[src/rtl/periph_bus.sv]
// Memory-mapped peripheral window: reloading timer with irq, LED and 7-seg registers, systick.
// Reads are combinational from addr; writes and timer/systick updates land on the rising clk edge.
module periph_bus #(
  parameter logic [31:0] BASE_ADDR = 32'h4000_0000,
  parameter int          LED_W     = 8
) (
  input  logic              clk,
  input  logic              reset,
  input  logic [31:0]       addr,
  input  logic [31:0]       wdata,
  input  logic              mem_read,
  input  logic              mem_write,
  output logic              sel,
  output logic [31:0]       rdata,
  output logic              irq,
  output logic [LED_W-1:0]  leds,
  output logic [11:0]       digits
);

  localparam logic [2:0] OFF_TH      = 3'd0;
  localparam logic [2:0] OFF_TL      = 3'd1;
  localparam logic [2:0] OFF_TCON    = 3'd2;
  localparam logic [2:0] OFF_LEDS    = 3'd3;
  localparam logic [2:0] OFF_DIGITS  = 3'd4;
  localparam logic [2:0] OFF_SYSTICK = 3'd5;

  logic [31:0]      r_th;
  logic [31:0]      r_tl;
  logic [2:0]       r_tcon;
  logic [LED_W-1:0] r_leds;
  logic [11:0]      r_digits;
  logic [31:0]      r_systick;

  logic             w_sel;
  logic [2:0]       w_off;
  logic             w_wr;
  logic             w_ovf;

  // 32-byte aligned window: only the upper 27 address bits decode.
  assign w_sel = (addr[31:5] == BASE_ADDR[31:5]);
  assign w_off = addr[4:2];
  assign w_wr  = mem_write && w_sel;
  assign w_ovf = r_tcon[0] && (r_tl == 32'hFFFF_FFFF);

  always_comb begin
    rdata = 32'd0;
    if (w_sel && mem_read) begin
      case (w_off)
        OFF_TH:      rdata = r_th;
        OFF_TL:      rdata = r_tl;
        OFF_TCON:    rdata = {29'd0, r_tcon};
        OFF_LEDS:    rdata = {{(32-LED_W){1'b0}}, r_leds};
        OFF_DIGITS:  rdata = {20'd0, r_digits};
        OFF_SYSTICK: rdata = r_systick;
        default:     rdata = 32'd0;
      endcase
    end
  end

  always_ff @(posedge clk or negedge reset) begin
    if (!reset) begin
      r_th      <= 32'd0;
      r_tl      <= 32'd0;
      r_tcon    <= 3'd0;
      r_leds    <= '0;
      r_digits  <= 12'd0;
      r_systick <= 32'd0;
    end else begin
      if (w_wr && (w_off == OFF_TH))
        r_th <= wdata;

      // A CPU write to TL beats both the increment and the reload.
      if (w_wr && (w_off == OFF_TL))
        r_tl <= wdata;
      else if (w_ovf)
        r_tl <= r_th;
      else if (r_tcon[0])
        r_tl <= r_tl + 32'd1;

      // Writing TCON in an overflow cycle drops that overflow's status.
      if (w_wr && (w_off == OFF_TCON))
        r_tcon <= wdata[2:0];
      else if (w_ovf && r_tcon[1])
        r_tcon[2] <= 1'b1;

      if (w_wr && (w_off == OFF_LEDS))
        r_leds <= wdata[LED_W-1:0];

      if (w_wr && (w_off == OFF_DIGITS))
        r_digits <= wdata[11:0];

      if (w_wr && (w_off == OFF_SYSTICK))
        r_systick <= wdata;
      else
        r_systick <= r_systick + 32'd1;
    end
  end

  assign sel    = w_sel;
  assign irq    = r_tcon[2];
  assign leds   = r_leds;
  assign digits = r_digits;

endmodule

[config.mk]
export PLATFORM = sky130hd
export DESIGN_NAME = periph_bus
export DESIGN_NICKNAME = d
export VERILOG_FILES = /design/src/rtl/periph_bus.sv
export SDC_FILE = /design/constraint.sdc
export NUM_CORES = 1
export LEC_CHECK = 0
export ABC_AREA = 1
export BUFFER_PORTS_ARGS = -buffer_cell sky130_fd_sc_hd__buf_2
export CAP_MARGIN = 20
export CORE_ASPECT_RATIO = 0.75
export CORE_MARGIN = 2
export CORE_UTILIZATION = 58
export DETAILED_ROUTE_END_ITERATION = 6
export PLACE_DENSITY = 0.89
export RECOVER_POWER = 25
export SLEW_MARGIN = 5
export SYNTH_ARGS = -nofsm -noshare
export SYNTH_HDL_FRONTEND = slang
export SYNTH_SLANG_ARGS = --single-unit
[constraint.sdc]
create_clock -name clk -period 2.2 [get_ports clk]
set_clock_uncertainty 0.1 [all_clocks]
set_input_delay 0.11 -clock clk [delete_from_list [all_inputs] [get_ports clk]]
set_output_delay 0.11 -clock clk [all_outputs]
set_load 0.03 [all_outputs]
==> results by group, run 1 <==
Outcome
  • Outcome: finished, violations left
  • Failing checks: design-rule violations

Cells and area
  • Share of cells above drive strength 1: 15.70%
  • # diodes: 0
  • # nets final: ~1.4k
  • Filler cells: ~1.0k
  • Layout overhead on the synthesized area: 21.74%
  • Post-route cell area: 9808 um2

Timing
  • Slew Viols, Final: 0
  • Final setup viols: 0
  • Hold Slack: between 60 and 70 ps
  • Final Hold Vio Count: 0
  • Fin crit period: 2130 ps
  • Fmax: approximately 0.47 GHz
  • Final worst-path cycle share: between 90% and 100%
  • Worst-Margin Slew: approximately 1100 ps
  • Setup TNS: 0 ps
  • Relative slew margins: 29.90%
  • RSZ-0062 raised after global routing: true

Die
  • Die area: between 10000 and 15000 um2
  • Chip Height: around 110 um
  • Starting Density: about 59%
  • CORE AREA: roughly 14000 um2
  • Die Span X: between 100 and 150 um
  • # IOs: ~120
  • Cell row count: 37

Global route
  • Met1 Usage GRT: 56.55%
  • Busiest grt layer: met2
  • Grt met2 use: approximately 58%
  • Initial antenna violation count: 0
  • GRT Total Usage: around two fifths
  • Global route overflow: 0
  • First-pass GRT wire length: 46220 um
  • Largest net degree at the start of global routing: 53
  • Vias in the first global route: just under 9k
  • Met3 usage: 14.50%

Power and ir drop
  • Tot Pwr: roughly 5.2 mW
  • Peak supply drop: about 0.47 mV
  • Pint: between 3 and 4 mW
  • Clock share of power: between 50% and 60%
  • Comb power frac: under 10%
  • LEAKAGE: approximately 4.7 nW
  • NetSw: 1.352 mW
  • Net Sw Frac: between 20% and 30%
  • Seq pwr share: about two fifths
  • Pwr per Cell Area: 534.1 nW/um2

Setup path
  • Critical path arrival: roughly 2300 ps
  • Critical path startpoint category: flop
  • Path type of the worst setup path: reg2reg
  • R2R cell count: 11
  • Critical path endpoint category: flop
  • Worst r2r src: r_tl[1]$_DFFE_PN0P_
  • CP endpoint: r_tl[24]$_DFFE_PN0P_
  • CP Max Fanout: 21
  • Worst r2r dst: r_tl[24]$_DFFE_PN0P_
  • R2R setup slack: about 70 ps
  • Critical Path Source: r_tl[1]$_DFFE_PN0P_
  • WP data required: 2410 ps

Clock tree
  • Clock transition at path regs: 70 ps
  • Cts bufs inserted: 17
  • Maximum root-to-sink buffer count: 2
  • CTS tree: yes
  • Root Buffer: clkbuf_16
  • Clk sink count: about 120
  • Clock Latency Late Sink: 430 ps
  • H-tree Lvls: 4

Hold path
  • HP Start: addr[3]
  • Type of the tightest min-delay check: in2reg
  • Hold Path Stages: 5

Detailed routing
  • Remaining DRCs: 16
  • Antenna viol nets, final: 0
  • Routed wire length: 28940 um
  • DR vias/cell: 6.140
  • WL per Instance: around 19 um
  • 1st-iter DRT viols: around 1.6k
  • DRT Pass-1 Iters: 7
  • Vias: between 9k and 10k

Synth
  • Main combinational cell family by area after synthesis: simple AND/OR/NAND/NOR gates
  • Synth async-reset ratio: 100.0%
  • Post-Synth Adder-Cell Area: less than 1%
  • Top_reg_cell synth: dfrtp_1
  • Register area share after synthesis: a little under two fifths
  • Yosys top cell area share: between 30% and 40%
  • Top-count cell post-synth: nand2_1
  • Post-synthesis cell count: between 1k and 1.5k
  • Synth cell types: 37
  • Main area contributors after synthesis: dfrtp_1, nand2_1, nand3_1
  • Compound-Gate Fraction of Synth Area: between 10% and 20%
  • Synth Area in Simple Gates: between 30% and 40%
  • Post-synth top cells: nand2_1, inv_1, nor2_1, dfrtp_1, nand3_1
  • Area leader, netlist: dfrtp_1
  • Post-Synth XOR/XNOR Area: about 3.7%
  • Yosys warnings: 0
  • Mux contribution to synthesized area: 0%
  • Cell area after synthesis: between 8000 and 9000 um2
  • Mapped Avg Cell Area: around 6.7 um2
  • Number of synthesized flops with an enable pin: 0
  • Yosys reg bits: between 100 and 150
  • Net Count, Synth: 1278

Place
  • I/O Buffers: about 120
  • Hpwl dp: around 20000 um
  • Dpl cell area: about 9000 um2
  • Routability congestion estimate: roughly 1

Flow run
  • Number of max-cap violations: 0
[repair_timing]
action / CTS / global route
hold buffers: 33 / 0
setup endpoints to repair: 0 / 20
hold endpoints to repair: 144 / 0
buffers inserted: 0 / 0
resized for setup: 0 / 4
[worst max-delay path, stage by stage (launching register included)]
cell,delay (ps)
dfrtp_1,450
ha_1,230
nand2_1,100
nor2_4,170
nand2_2,130
nor2_4,190
buf_6,210
nand2_1,80
nand2_1,100
nand3_1,90
nand2_1,70
nand3_1,80
[cell usage in the layout (no fill, tap or decap), drive strengths merged, types with 10 or more instances in the layout]
| cell | synthesis | routed |
|---|---|---|
| a21oi | 23 | 23 |
| buf | 34 | 153 |
| clkbuf | 19 | 21 |
| dfrtp | 119 | 119 |
| dlygate4sd3 | 0 | 33 |
| inv | 136 | 143 |
| nand2 | 385 | 385 |
| nand3 | 123 | 123 |
| nand4 | 64 | 64 |
| nor2 | 133 | 133 |
| nor3 | 10 | 10 |
| o21ai | 79 | 79 |
| o22ai | 17 | 17 |
| xor2 | 28 | 28 |
[how the worst min path moves through the flow]
stage / endpoint / slack [ps]
after CTS: r_tcon[2]$_DFFE_PN0P_ / 60
after global placement: r_systick[25]$_DFF_PN0_ / 20
after global routing: r_tcon[0]$_DFFE_PN0P_ / 110
final: r_tcon[0]$_DFFE_PN0P_ / 70
after detailed placement: r_systick[25]$_DFF_PN0_ / 30
after floorplan: digits[0]$_DFFE_PN0P_ / -290
[logic make-up (layout without fill, tap and decap cells)]
kind of cell	after synthesis	in the layout
xor gates and xnor gates	34	34
AOI/OAI and AO/OA	142	142
buffers and inverters	191	359
and+or+nand+nor	720	720
adders and majority gates	2	2
DFF	119	119
[per-layer routing]
metal | part of all wire [%] | wire length [um] | up-vias
met2 | 41 | 12000 | 801
met4 | 3.2 | 939 | 0
met3 | 16 | 4746 | 134
met5 | 0 | 0 | -
li1 | - | - | 4256
met1 | 39 | 11260 | 4332
[area by class of cell]
class	count	area (um2)	share of cell area, %
Clock buffer	18	429.2	4.376
Clock inverter	14	140.1	1.429
Inverter	138	523.0	5.332
Multi-Input combinational cell	898	4289	43.73
Sequential cell	119	2979	30.37
Tap cell	175	219.0	2.232
Timing Repair Buffer	189	1229	12.53
[power by group through the flow]
stage	combinational [mW]	sequential (mW)	clock (mW)
detailed placement	0.259	2.23	0
floorplan	0.0742	2.23	0
finish	0.316	2.19	2.73
CTS	0.306	2.19	2.71
global placement	0.257	2.23	0
global route	0.338	2.19	2.84
[flip-flops by register name, summed over array words and instances, names as in the netlist]
signal     cells
digits        12
r_th          32
r_tcon         3
r_systick     32
r_tl          32
leds           8
[stage by stage]
stage	utilization, %	std cells	setup slack (ps)
CTS	71.88	1551	49.56
detailed placement	65.30	1486	119.5
floorplan	-	1208	432.8
global placement	65.30	1486	235.3
finish	71.82	1551	70.17
global route	71.82	1551	-20.58
(Power assumes the default switching activity.)
==> run 2, diff against run 1 <==
--- a/config.mk
+++ b/config.mk
@@ -5,12 +5,11 @@
 export SDC_FILE = /design/constraint.sdc
 export NUM_CORES = 1
 export LEC_CHECK = 0
-export ABC_AREA = 1
 export BUFFER_PORTS_ARGS = -buffer_cell sky130_fd_sc_hd__buf_2
 export CAP_MARGIN = 20
-export CORE_ASPECT_RATIO = 0.75
+export CORE_ASPECT_RATIO = 0.5
 export CORE_MARGIN = 2
-export CORE_UTILIZATION = 58
+export CORE_UTILIZATION = 57
 export DETAILED_ROUTE_END_ITERATION = 6
 export PLACE_DENSITY = 0.89
 export RECOVER_POWER = 25
==> run 2 against run 1 <==
  * The flow finishes with violations (design-rule violations, negative setup slack)
  * Sequential power is essentially flat
  * Wire length shrank 6.4%
  * Worst setup slack lost 130 ps
  * Total power shrank 0.82%
  * Sequential share of layout area grew 1.9 points
  * First-iteration DRC count shrank 21%
  * Via count shrank 18%
  * Fmax shrank 5.6%
  * Die area shrank 8.6%
  * Register-to-register slack lost 130 ps
  * Critical path type unchanged
  * Largest cell class unchanged
  * Largest power group unchanged
==> results by group, run 2 <==
Synth
  • Mapped Avg Cell Area: 9.674 um2 (+45%)
  • Yosys top cell area share: 41.43% (+4.5 points)
  • Top_reg_cell synth: dfrtp_1
  • Yosys warnings: 0 (unchanged)
  • Number of synthesized flops with an enable pin: 0 (unchanged)
  • Area leader, netlist: dfrtp_1
  • Register area share after synthesis: 41.43% (+4.5 points)
  • Cell area after synthesis: 7188 um2 (-11%)
  • Post-synthesis cell count: 743 (-38%)
  • Main area contributors after synthesis: dfrtp_1, mux2_2, nor2_1
  • Yosys reg bits: 119 (unchanged)
  • Net Count, Synth: 813 (-36%)
  • Synth async-reset ratio: 100.0% (unchanged)
  • Top-count cell post-synth: dfrtp_1
  • Synth cell types: 57 (+54%)
  • Post-synth top cells: dfrtp_1, nor2_1, mux2_2, nand2_1, a21oi_1

Detailed routing
  • WL per Instance: 24.36 um (+31%)
  • Vias: 7854 (-18%)
  • Remaining DRCs: 3 (-13)
  • DRT Pass-1 Iters: 7 (unchanged)
  • DR vias/cell: 7.063 (+15%)
  • 1st-iter DRT viols: 1282 (-21%)
  • Routed wire length: 27090 um (-6.4%)
  • Antenna viol nets, final: 0 (unchanged)

Timing
  • Slew Viols, Final: 0 (unchanged)
  • Final setup viols: 10 (+10)
  • Worst-Margin Slew: 1056 ps (+4.228 ps)
  • Final WS setup: -55.78 ps (-126.0 ps)
  • RSZ-0062 raised after global routing: true
  • Fin crit period: 2256 ps (+126.0 ps)
  • Fmax: 0.4433 GHz (-5.6%)
  • Relative slew margins: 29.48% (-0.43 points)
  • Final Hold Vio Count: 0 (unchanged)
  • Final worst-path cycle share: 102.5% (+5.7 points)

Cells and area
  • Commonest non-fill, non-tap cells in the layout: dfrtp_1, buf_2, nor2_1, mux2_2, buf_4
  • Filler cells: 677 (-35%)
  • Share of cells above drive strength 1: 34.67% (+19 points)
  • Layout overhead on the synthesized area: 28.58%
  • # nets final: 1003 (-30%)
  • Reg area: 2980 um2 (about the same)
  • Leading cell type in the layout, fill and taps excluded: dfrtp_1
  • Biggest registers after layout: r_systick x32, r_th x32, r_tl x32
  • Non-filler cells, final: 1112 (-28%)
  • Multi-input logic area: 3990 um2 (-7.0%)

Setup path
  • CP Max Fanout: 16 (-24%)
  • Worst-path cell chain: nand4_1, nor3_2, and3_1, buf_12, or2b_1, o211ai_1, a31oi_1
  • Worst r2r dst: r_tl[13]$_DFFE_PN0P_
  • Largest stage delay, worst path: 420 ps (-30 ps)
  • Worst r2r src: r_tl[8]$_DFFE_PN0P_
  • Path type of the worst setup path: reg2reg
  • Critical path startpoint category: flop
  • Critical path endpoint category: flop
  • R2R setup slack: -60 ps (-130 ps)
  • Critical-path top delay cell: dfrtp_1
  • Critical path arrival: 2470 ps (+130 ps)
  • WP data required: 2410 ps (about the same)
  • R2R cell count: 7 (-4)

Hold path
  • Hold Path Stages: 4 (-1)
  • Worst Hold End: r_tcon[2]$_DFFE_PN0P_
  • HP Start: mem_write
  • Type of the tightest min-delay check: in2reg

Power and ir drop
  • NetSw: 1.411 mW (+4.4%)
  • Seq pwr share: 42.1% (+0.3 points)
  • Net Sw Frac: 27.15% (+1.3 points)
  • Comb power frac: 6.2% (+0.2 points)
  • Clock share of power: 51.7% (-0.5 points)
  • Peak supply drop: 0.3553 mV (-25%)
  • Tot Pwr: 5.196 mW (-0.82%)
  • LEAKAGE: 4.324 nW (-7.5%)
  • Pwr per Cell Area: 562.2 nW/um2 (+5.3%)
  • Pint: 3.785 mW (-2.6%)

Place
  • Inst Count DP: 1042 (-30%)
  • Routability congestion estimate: 0.9261 (-10%)
  • I/O Buffers: 119 (unchanged)
  • Hpwl dp: 14600 um (-29%)

Die
  • CORE AREA: 12050 um2 (-12%)
  • Die Span X: 162.8 um (+16%)
  • Chip Height: 83.41 um (-21%)
  • Starting Density: 59.64% (+0.65 points)
  • # IOs: 122 (unchanged)
  • Die area: 13580 um2 (-8.6%)
  • Cell row count: 28 (-24%)

Global route
  • Largest net degree at the start of global routing: 53 (unchanged)
  • First-pass GRT wire length: 39090 um (-15%)
  • Initial antenna violation count: 2 (+2)
  • Busiest grt layer: met2
  • Vias in the first global route: 7505 (-14%)
  • Grt met2 use: 58.05% (+0.24 points)
  • GRT Total Usage: 36.94% (-3.0 points)
  • Met3 usage: 10.74% (-3.8 points)
  • Global route overflow: 0 (unchanged)
  • Met1 Usage GRT: 47.22% (-9.3 points)

Clock tree
  • H-tree Lvls: 4 (unchanged)
  • Clk sink count: 119 (unchanged)
  • Maximum root-to-sink buffer count: 2 (unchanged)
  • Root Buffer: clkbuf_16
  • CTS tree: yes
  • Cts bufs inserted: 17 (unchanged)
  • Clock Latency Late Sink: 440 ps (about the same)
  • Clock transition at path regs: 60 ps (about the same)

Outcome
  • Failing checks: design-rule violations, negative setup slack
  • Outcome: finished, violations left

Flow run
  • Number of max-cap violations: 0 (unchanged)
run 2: changes by cell type after synthesis, moves of 15 or more:
cell / before / now
a21oi_1: 23 / 54
and3_1: 0 / 17
buf_2: 28 / 13
inv_1: 133 / 5
mux2_2: 0 / 73
nand2_1: 379 / 62
nand3_1: 118 / 33
nand4_1: 64 / 21
nor2_1: 123 / 77
o21ai_0: 48 / 27
o21ai_1: 27 / 2
o22ai_1: 17 / 0
run 2: layout make-up:
cell class	instances	area share, %
Antenna cell	1	0.02707
Tap cell	165	2.234
Multi-Input combinational cell	569	43.17
Timing Repair Buffer	221	16.18
Inverter	5	0.2031
Sequential cell	119	32.25
Clock inverter	15	1.340
Clock buffer	17	4.603
run 2: layer usage:
metal	vias to the layer above	part of all wire, %
met2	843	43
li1	3094	-
met3	287	14
met4	2	7.7
met1	3628	36
met5	-	0.030
run 2: how the worst max path moves through the flow:
stage                                 from                 endpoint  slack (ps)  cells past startpoint
floorplan                         addr[15]                rdata[12]         -20                      8
global placement                  addr[15]    digits[6]$_DFFE_PN0P_         160                      8
detailed placement  r_systick[7]$_DFF_PN0_  r_systick[16]$_DFF_PN0_          90                      7
CTS                    r_tl[0]$_DFFE_PN0P_     r_tl[26]$_DFFE_PN0P_           5                      7
global route           r_tl[1]$_DFFE_PN0P_      r_tl[9]$_DFFE_PN0P_        -120                      9
finish                 r_tl[8]$_DFFE_PN0P_     r_tl[13]$_DFFE_PN0P_         -60                      7
run 2: through the flow:
| stage | util, % | hold WS (ps) | worst slack, ps | setup TNS [ps] | instance area, um2 |
|---|---|---|---|---|---|
| 6_report | 76.69 | 106.4 | -55.78 | -338.2 | 9243 |
| 5_1_grt | 76.67 | 138.6 | -120.3 | -1416 | 9240 |
| 4_1_cts | 76.02 | 63.45 | 5.364 | 0 | 9161 |
| 3_5_place_dp | 68.71 | -26.70 | 87.46 | 0 | 8280 |
| 3_3_place_gp | 68.71 | -29.75 | 156.6 | 0 | 8280 |
| 2_1_floorplan | - | -285.6 | -16.80 | -336.0 | 7188 |
run 2: cell families (layout without fill, tap and decap cells):
kind of cell,after synthesis,after routing,synth area share [%]
AOI/OAI and AO/OA,148,148,12.67
xor gates and xnor gates,46,46,5.605
adders and majority gates,2,2,0.3481
buffers and inverters,55,258,3.986
DFF,119,119,41.43
muxes,94,94,15.93
other,0,1,0
and+or+nand+nor,279,279,20.03
run 2: what timing repair did:
| item | 4_1_cts | 5_1_grt |
|---|---|---|
| endpoints found under the setup margin | 1 | 48 |
| pin swaps | 0 | 6 |
| hold endpoints to repair | 230 | 0 |
| resized for setup | 1 | 22 |
| hold buffers | 33 | 0 |
| setup buffers | 0 | 4 |
run 2: worst max-delay path, delay by kind of cell, from the launching register on:
family                 cells  cell delay (ps)
AND/OR/NAND/NOR            4             1200
buffers and inverters      1              170
flip-flops                 1              420
AO/OA/AOI/OAI              2              230
run 2: power by group through the flow:
stage	logic (mW)	registers (mW)	clock network, mW
after floorplan	0.0901	2.23	0
after global placement	0.248	2.23	0
after detailed placement	0.253	2.23	0
after CTS	0.305	2.19	2.62
after global routing	0.342	2.19	2.76
final	0.322	2.19	2.69
==> run 3, diff against run 2 <==
--- a/config.mk
+++ b/config.mk
@@ -13,6 +13,7 @@
 export DETAILED_ROUTE_END_ITERATION = 6
 export PLACE_DENSITY = 0.89
 export RECOVER_POWER = 25
+export SKIP_LAST_GASP = 1
 export SLEW_MARGIN = 5
 export SYNTH_ARGS = -nofsm -noshare
 export SYNTH_HDL_FRONTEND = slang
==> run 3 against run 2 <==
  * The run still ends with design-rule violations, negative setup slack left
  * Sequential share of layout area is essentially flat
  * Non-clock buffer count did not move
  * Clock-buffer cell count unchanged
  * Cell area about the same
  * Wire length rose by 1.5%
  * Fmax shrank 5.2%
  * Combinational power about the same
  * Via count grew 0.62%
  * Worst hold slack got worse by 6.7 ps
  * Cell count unchanged
  * First-iteration DRC count up 13%
  * Total power shrank 0.53%
  * Critical path type unchanged
  * Largest power group unchanged
  * Highest routed layer is now met4
==> results by group, run 3 (synthesized netlist as in run 2, its figures left out) <==
Clock tree
  • CTS tree: yes
  • Clock Latency Late Sink: 440 ps (about the same)
  • H-tree Lvls: 4 (unchanged)
  • Clock transition at path regs: 60 ps (about the same)
  • Cts bufs inserted: 17 (unchanged)
  • Root Buffer: clkbuf_16
  • Maximum root-to-sink buffer count: 2 (unchanged)
  • Clk sink count: 119 (unchanged)

Timing
  • Final worst-path cycle share: 108.2% (+5.6 points)
  • RSZ-0062 raised after global routing: true
  • Final WS setup: -179.6 ps (-123.9 ps)
  • Final Hold Vio Count: 0 (unchanged)
  • Relative slew margins: 27.33% (-2.1 points)
  • Worst-Margin Slew: 1088 ps (+32.16 ps)
  • Final setup viols: 52 (+42)
  • Fmax: 0.4202 GHz (-5.2%)
  • Hold Slack: 99.70 ps (-6.684 ps)
  • Slew Viols, Final: 0 (unchanged)
  • Setup TNS: -3419 ps (-3081 ps)
  • Fin crit period: 2380 ps (+123.9 ps)

Detailed routing
  • DR vias/cell: 7.107 (+0.62%)
  • Routed wire length: 27500 um (+1.5%)
  • WL per Instance: 24.73 um (+1.5%)
  • Antenna viol nets, final: 0 (unchanged)
  • 1st-iter DRT viols: 1444 (+13%)
  • DRT Pass-1 Iters: 7 (unchanged)
  • Vias: 7903 (+0.62%)
  • Remaining DRCs: 1 (-2)

Outcome
  • Failing checks: design-rule violations, negative setup slack
  • Outcome: finished, violations left

Cells and area
  • Filler cells: 685 (+1.2%)
  • Biggest registers after layout: r_systick x32, r_th x32, r_tl x32
  • Share of cells above drive strength 1: 34.57% (-0.11 points)
  • Non-filler cells, final: 1112 (unchanged)
  • Commonest non-fill, non-tap cells in the layout: dfrtp_1, buf_2, nor2_1, mux2_2, buf_4
  • Layout overhead on the synthesized area: 28.51% (about the same)
  • Leading cell type in the layout, fill and taps excluded: dfrtp_1
  • # nets final: 1003 (unchanged)

Die
  • Die Span X: 162.8 um (unchanged)
  • Starting Density: 59.64% (unchanged)
  • Die area: 13580 um2 (unchanged)
  • # IOs: 122 (unchanged)
  • CORE AREA: 12050 um2 (unchanged)
  • Cell row count: 28 (unchanged)
  • Chip Height: 83.41 um (unchanged)

Setup path
  • Worst-path cell chain: nand4_1, nor3_2, and3_1, buf_12, or2b_1, o211ai_1, a31oi_1
  • Path type of the worst setup path: reg2reg
  • CP Max Fanout: 16 (unchanged)
  • Critical path startpoint category: flop
  • CP bufs+invs: 1 (unchanged)
  • WP data required: 2410 ps (about the same)
  • R2R setup slack: -180 ps (-120 ps)
  • Critical path endpoint category: flop
  • Family with the most delay on the worst path: simple AND/OR/NAND/NOR gates
  • Largest stage delay, worst path: 430 ps (about the same)
  • Critical-path top delay cell: dfrtp_1
  • Critical path arrival: 2590 ps (+120 ps)

Hold path
  • Type of the tightest min-delay check: in2reg

Flow run
  • Number of max-cap violations: 0 (unchanged)

Place
  • Hpwl dp: 14600 um (unchanged)
  • Routability congestion estimate: 0.9261 (unchanged)
  • I/O Buffers: 119 (unchanged)
  • Inst Count DP: 1042 (unchanged)

Power and ir drop
  • Peak supply drop: 0.3374 mV (-5.1%)
  • Pwr per Cell Area: 559.5 nW/um2 (-0.48%)
  • Tot Pwr: 5.168 mW (-0.53%)
  • LEAKAGE: 4.325 nW (about the same)

Global route
  • GRT Total Usage: 36.94% (unchanged)
  • Largest net degree at the start of global routing: 53 (unchanged)
  • Global route overflow: 0 (unchanged)
  • Vias in the first global route: 7505 (unchanged)
  • First-pass GRT wire length: 39090 um (unchanged)
  • Initial antenna violation count: 0 (-2)
==> run 3: layout make-up <==
cell class              instances  area [um2]  share of cell area, %
diodes                          1       2.502                0.02709
clock buffers                  17       425.4                  4.605
clock inverters                15       123.9                  1.341
inverters                       5       18.77                 0.2032
multi-input cells             569        3986                  43.15
flip-flops and latches        119        2979                  32.25
well taps                     165       206.4                  2.235
repair buffers                221        1495                  16.19
==> run 3: tightest hold or removal path: stages <==
cell and delay (ps):
buf_2 110, and4_1 200, nand2_1 90, o21ai_0 70
==> run 3: power by group <==
group | internal (mW) | switching, mW
Sequential | 2.19 | 0.00000288
Clock | 1.46 | 1.20
Combinational | 0.137 | 0.187
==> run 3: timing repair <==
action	4_1_cts	5_1_grt
endpoints found under the hold margin	230	0
endpoints found under the setup margin	1	48
hold buffers	33	0
setup buffers	0	4
pin swaps	0	6
resized for setup	1	20
==> run 3: per-stage QoR <==
stage | setup WS [ps] | util [%] | instance area (um2)
after floorplan | -16.80 | - | 7188
after global placement | 156.6 | 68.71 | 8280
after detailed placement | 87.46 | 68.71 | 8280
after CTS | 5.364 | 76.02 | 9161
after global routing | -180.7 | 76.63 | 9235
final | -179.6 | 76.65 | 9238
==> run 3: per-layer routing <==
layer,wire (um),track usage [%]
met2,11870,58.05
met5,0,0
met4,2279,17.46
met1,9674,47.22
met3,3672,10.74
==> run 3: path summary, 6_finish.rpt <==
path                       cells after the start               endpoint                   from
max                                            7   r_tl[13]$_DFFE_PN0P_    r_tl[8]$_DFFE_PN0P_
min                                            4  r_tcon[2]$_DFFE_PN0P_              mem_write
max reg2reg                                    7   r_tl[13]$_DFFE_PN0P_    r_tl[8]$_DFFE_PN0P_
min reg2reg                                    1  digits[5]$_DFFE_PN0P_  digits[5]$_DFFE_PN0P_
max in group asynchronous                      3   r_tl[22]$_DFFE_PN0P_                  reset
min in group asynchronous                      2  digits[3]$_DFFE_PN0P_                  reset
